## src/rtl/mem_port_arbiter.sv

```systemverilog
// mem_port_arbiter: shares one memory port between IF fetches and MEM loads/stores, one transaction at a time
module mem_port_arbiter #(
  parameter int ADDR_WIDTH = 32,
  parameter int DATA_WIDTH = 32
) (
  input  logic                    clk,
  input  logic                    reset,
  input  logic                    i_req,
  input  logic [ADDR_WIDTH-1:0]   i_addr,
  output logic                    i_gnt,
  output logic                    i_valid,
  output logic [DATA_WIDTH-1:0]   i_rdata,
  output logic                    i_busy,
  input  logic                    d_req,
  input  logic                    d_we,
  input  logic [ADDR_WIDTH-1:0]   d_addr,
  input  logic [DATA_WIDTH-1:0]   d_wdata,
  input  logic [DATA_WIDTH/8-1:0] d_be,
  output logic                    d_gnt,
  output logic                    d_valid,
  output logic [DATA_WIDTH-1:0]   d_rdata,
  output logic                    d_busy,
  output logic                    m_req,
  output logic                    m_we,
  output logic [ADDR_WIDTH-1:0]   m_addr,
  output logic [DATA_WIDTH-1:0]   m_wdata,
  output logic [DATA_WIDTH/8-1:0] m_be,
  input  logic                    m_ack,
  input  logic                    m_rvalid,
  input  logic [DATA_WIDTH-1:0]   m_rdata
);
  typedef enum logic [1:0] {IDLE, REQ, WAIT} state_t;
  state_t                  state_q, state_d;
  logic                    owner_q, owner_d, last_q, last_d;
  logic                    m_req_q, m_req_d, m_we_q, m_we_d;
  logic [ADDR_WIDTH-1:0]   m_addr_q, m_addr_d;
  logic [DATA_WIDTH-1:0]   m_wdata_q, m_wdata_d;
  logic [DATA_WIDTH/8-1:0] m_be_q, m_be_d;
  logic                    idle, sel_d, done;
  // owner/last_grant: 1 = D, 0 = I; a tie goes to whichever side was not granted last
  assign idle    = state_q == IDLE;
  assign sel_d   = d_req & (~i_req | ~last_q);
  assign i_gnt   = idle & i_req & ~sel_d;
  assign d_gnt   = idle & sel_d;
  assign done    = state_q == WAIT & m_rvalid;
  assign i_valid = done & ~owner_q;
  assign d_valid = done & owner_q;
  assign i_rdata = i_valid ? m_rdata : '0;
  assign d_rdata = d_valid ? m_rdata : '0;
  assign i_busy  = i_req | (~idle & ~owner_q);
  assign d_busy  = d_req | (~idle & owner_q);
  assign m_req   = m_req_q;
  assign m_we    = m_we_q;
  assign m_addr  = m_addr_q;
  assign m_wdata = m_wdata_q;
  assign m_be    = m_be_q;
  always_comb begin
    state_d   = state_q;
    owner_d   = owner_q;
    last_d    = last_q;
    m_req_d   = m_req_q;
    m_we_d    = m_we_q;
    m_addr_d  = m_addr_q;
    m_wdata_d = m_wdata_q;
    m_be_d    = m_be_q;
    case (state_q)
      IDLE: if (i_gnt | d_gnt) begin
        state_d   = REQ;
        owner_d   = d_gnt;
        last_d    = d_gnt;
        m_req_d   = 1'b1;
        m_we_d    = d_gnt & d_we;
        m_addr_d  = d_gnt ? d_addr : i_addr;
        m_wdata_d = d_gnt ? d_wdata : '0;
        m_be_d    = d_gnt ? d_be : '1;
      end
      REQ: if (m_ack) begin
        state_d = WAIT;
        m_req_d = 1'b0;
      end
      WAIT: if (m_rvalid) state_d = IDLE;
      default: state_d = IDLE;
    endcase
  end
  always_ff @(posedge clk or posedge reset) begin
    if (reset) begin
      state_q   <= IDLE;
      owner_q   <= 1'b0;
      last_q    <= 1'b0;
      m_req_q   <= 1'b0;
      m_we_q    <= 1'b0;
      m_addr_q  <= '0;
      m_wdata_q <= '0;
      m_be_q    <= '0;
    end else begin
      state_q   <= state_d;
      owner_q   <= owner_d;
      last_q    <= last_d;
      m_req_q   <= m_req_d;
      m_we_q    <= m_we_d;
      m_addr_q  <= m_addr_d;
      m_wdata_q <= m_wdata_d;
      m_be_q    <= m_be_d;
    end
  end
endmodule

```

## config.mk

```make
export PLATFORM = sky130hd
export DESIGN_NAME = mem_port_arbiter
export DESIGN_NICKNAME = d
export VERILOG_FILES = /design/src/rtl/mem_port_arbiter.sv
export SDC_FILE = /design/constraint.sdc
export NUM_CORES = 1
export LEC_CHECK = 0
export ABC_CLOCK_PERIOD_IN_PS = 2000
export BUFFER_PORTS_ARGS = -buffer_cell sky130_fd_sc_hd__buf_4
export CORE_ASPECT_RATIO = 1.1
export CORE_MARGIN = 4
export CORE_UTILIZATION = 37
export CTS_CLUSTER_SIZE = 10
export DETAILED_ROUTE_END_ITERATION = 10
export HOLD_SLACK_MARGIN = 0.12
export PLACE_DENSITY = 0.85
export SYNTH_ARGS = -nofsm -noshare
export SYNTH_HDL_FRONTEND = slang
export SYNTH_SLANG_ARGS = --single-unit
export TNS_END_PERCENT = 5
```

## constraint.sdc

```tcl
create_clock -name clk -period 2 [get_ports clk]
set_input_delay 0.3 -clock clk [delete_from_list [all_inputs] [get_ports clk]]
set_output_delay 0.3 -clock clk [all_outputs]
set_load 0.01 [all_outputs]
```

==> run_results.csv <==
group,metric,value,unit
timing,setup_tns,0,ns
power,seqPwrFrac,33.0,%
power,p_leak,3.34,nW
clocking,cts.sinks,73,
timing,fin_skew,0.0107,ns
global_routing,grt_max_degree,74,
hold_path,hold_depth,2,
power,p_comb_share,50.3,%
detailed_routing,routed_via_density,4.67,
layout,nNetsFinal,751,
worst_setup_path,rr_worst_depth,4,
synthesis,ys_ff_latch,73,
timing,slew-limit-headroom,74.0,%
clocking,h-tree-depth,3,
power,switching_share,33.6,%
worst_setup_path,slowest_stage,"dfrtp_2",
detailed_routing,wl,14.0,mm
worst_setup_path,crit_path_end_kind,"primary output",
power,p_per_area,1180,nW/um^2
power,p_sw,0.00258,W
die,start_util,38.6,%
layout,final.fill_count,772,
power,p_int,0.00510,W
worst_setup_path,r2r_slack,0.17,ns
detailed_routing,routedWlPerCell,18.4,um
synthesis,synth_cells,325,
synthesis,yosysSeqAreaShare,47.2,%
clocking,cts_tree,"done",
detailed_routing,drt-initial-drc-count,94,
worst_setup_path,r2r-start,"state_q[1]",
clocking,clkLatencyLatePin,0.35,ns
clocking,clock_path_buffers,2,
worst_setup_path,worst_r2r_endpoint,"m_addr[10]",
layout,area_growth,67.3,%
timing,period_needed,1.89,ns
hold_path,hp-class,"input pin to flip-flop",
placement,numPortBuffers,278,
hold_path,hold_path_end,"m_addr[25]",
placement,dp_hpwl,11.2,mm
clocking,clk_pin_slew_worst_paths,0.09,ns
timing,fin_crit_sh,94.7,%
die,fp.coreArea,10000,sq um
clocking,cts_root_buffer,"clkbuf_8",
die,io_pins,279,
worst_setup_path,arrival,1.59,ns
timing,final-setup-viol-count,0,
worst_setup_path,crit_fanout,33,
timing,worstMarginPinSlew,0.390,ns
worst_setup_path,cp_cell_sequence,"nor3_2 > buf_6 > and2_4 > buf_4",
layout,final_util,64.6,%
clocking,cts_buffers,9,
job,maxCapViolCount,0,
timing,maxSlewViolCount,0,
die,die_w,106,um
detailed_routing,drtPass1Iterations,4,
detailed_routing,ant_nets,0,
die,fp-row-count,38,
layout,drive_gt1_share,58.3,%
timing,grt_setup_unrepaired,"true",
worst_setup_path,critical_path_class,"flip-flop to primary output",
run_status,status,"completed",
worst_setup_path,cp-start-kind,"flip-flop",
placement,gp_congestion,0.847,
hold_path,hold_start,"d_addr[25]",
global_routing,grt-ovfl-total,0,
synthesis,avgSynthCellArea,11.9,sq um
synthesis,yosys_warnings,0,
global_routing,grt.total_usage,22.1,%
global_routing,grt_pass1_vias,3801,
synthesis,synth_fp_nets,464,
power,clkPwrFrac,16.7,%
layout,layout_common_cells,"290 x buf_4, 70 x dfrtp_1, 63 x mux2_1, 62 x and2_1, 34 x mux2_2",
timing,finalHoldViolCount,0,
synthesis,yosysUniqueCellTypes,22,
worst_setup_path,cpPeakStageDelay,0.49,ns
detailed_routing,drc,0,
worst_setup_path,crit_required,1.70,ns
power,ir_drop,552,uV
global_routing,antenna_found_initial,7,
timing,fmax,0.528,GHz
global_routing,grt_pass1_wl,20.2,mm
detailed_routing,num_vias,3541,
worst_setup_path,crit_buf_inv,2,
worst_setup_path,crit_family,"flip-flops",
layout,final_common_cell,"buf_4",
synthesis,syn_area,3870,sq um
die,dieArea,12200,sq um
die,die_y,115,um
[layout make-up]
cell class	count	area (sq um)	share of cell area, %
Multi-Input combinational cell	222	1910	29.5
Timing Repair Buffer	298	2300	35.5
Clock buffer	10	128	1.97
Inverter	8	33.8	0.521
Antenna cell	2	5.00	0.0772
Clock inverter	6	91.3	1.41
Sequential cell	73	1830	28.3
Tap cell	140	175	2.70
[worst max path at each step]
stage / slack, ns / endpoint / cells past startpoint / from
after CTS: 0.02 / d_gnt / 5 / state_q[0]
final: 0.11 / d_rdata[1] / 4 / state_q[0]
after global placement: 0.20 / m_addr[15] / 4 / state_q[0]
after floorplan: 0.22 / m_addr[30] / 5 / state_q[0]
after global routing: -0.01 / i_gnt / 4 / state_q[1]
after detailed placement: 0.16 / m_addr[3] / 4 / state_q[0]
[power by group through the flow]
stage / sequential [W] / clock (W) / combinational, W
global placement: 0.00250 / 0 / 0.00369
floorplan: 0.00275 / 0 / 0.00178
detailed placement: 0.00255 / 0 / 0.00380
global route: 0.00262 / 0.00138 / 0.00417
CTS: 0.00253 / 0.00131 / 0.00382
finish: 0.00253 / 0.00128 / 0.00386
[layer usage]
metal	vias up	track usage, %	wire length (um)
li1	1658	-	-
met2	189	40.2	7210
met4	10	9.15	494
met3	37	14.2	1910
met5	-	0	68
met1	1647	19.3	4300
[cells in the mapped netlist (all sizes together)]
master | n | area share (%)
mux2 | 97 | 28
dfrtp | 73 | 47
and2 | 64 | 10
nor2b | 34 | 5.5
buf | 16 | 2.9
inv | 8 | 0.78
nor2 | 7 | 0.68
clkbuf | 6 | 0.58
mux2i | 4 | 1.0
nor3 | 3 | 0.39
o21ai | 3 | 0.39
nand2 | 2 | 0.19
o21bai | 2 | 0.39
a211oi | 1 | 0.19
a21boi | 1 | 0.19
a2bb2oi | 1 | 0.23
nand2b | 1 | 0.16
nand3b | 1 | 0.19
nor3b | 1 | 0.48
[through the flow]
step | instances | setup slack, ns | instance area [sq um] | hold slack (ns) | total power [W]
4_1_cts | 747 | 0.0159 | 6380 | 0.136 | 0.00766
3_3_place_gp | 730 | 0.205 | 6140 | 0.443 | 0.00619
5_1_grt | 758 | -0.0112 | 6480 | 0.122 | 0.00818
2_1_floorplan | 325 | 0.219 | 3880 | 0.399 | 0.00454
3_5_place_dp | 730 | 0.159 | 6140 | 0.448 | 0.00635
6_report | 759 | 0.107 | 6480 | 0.156 | 0.00767
[timing repair]
item	in CTS	in global routing
resized for setup	5	7
setup buffers	0	10
pin swaps	0	2
setup endpoints to repair	39	66
endpoints found under the hold margin	73	0
hold buffers	1	0
[kinds of logic after synthesis]
family,synth area share (%)
flip-flops,47.2
AND/OR/NAND/NOR,17.9
multiplexers,29.2
buffers and inverters,4.26
AO/OA/AOI/OAI,1.39
[sequential cells by signal, summed over array words and instances (netlist names)]
signal and count:
last_q 1, m_addr 32, m_be 4, m_req 1, m_wdata 32, m_we 1
state_q 2
(Power assumes the default switching activity.)
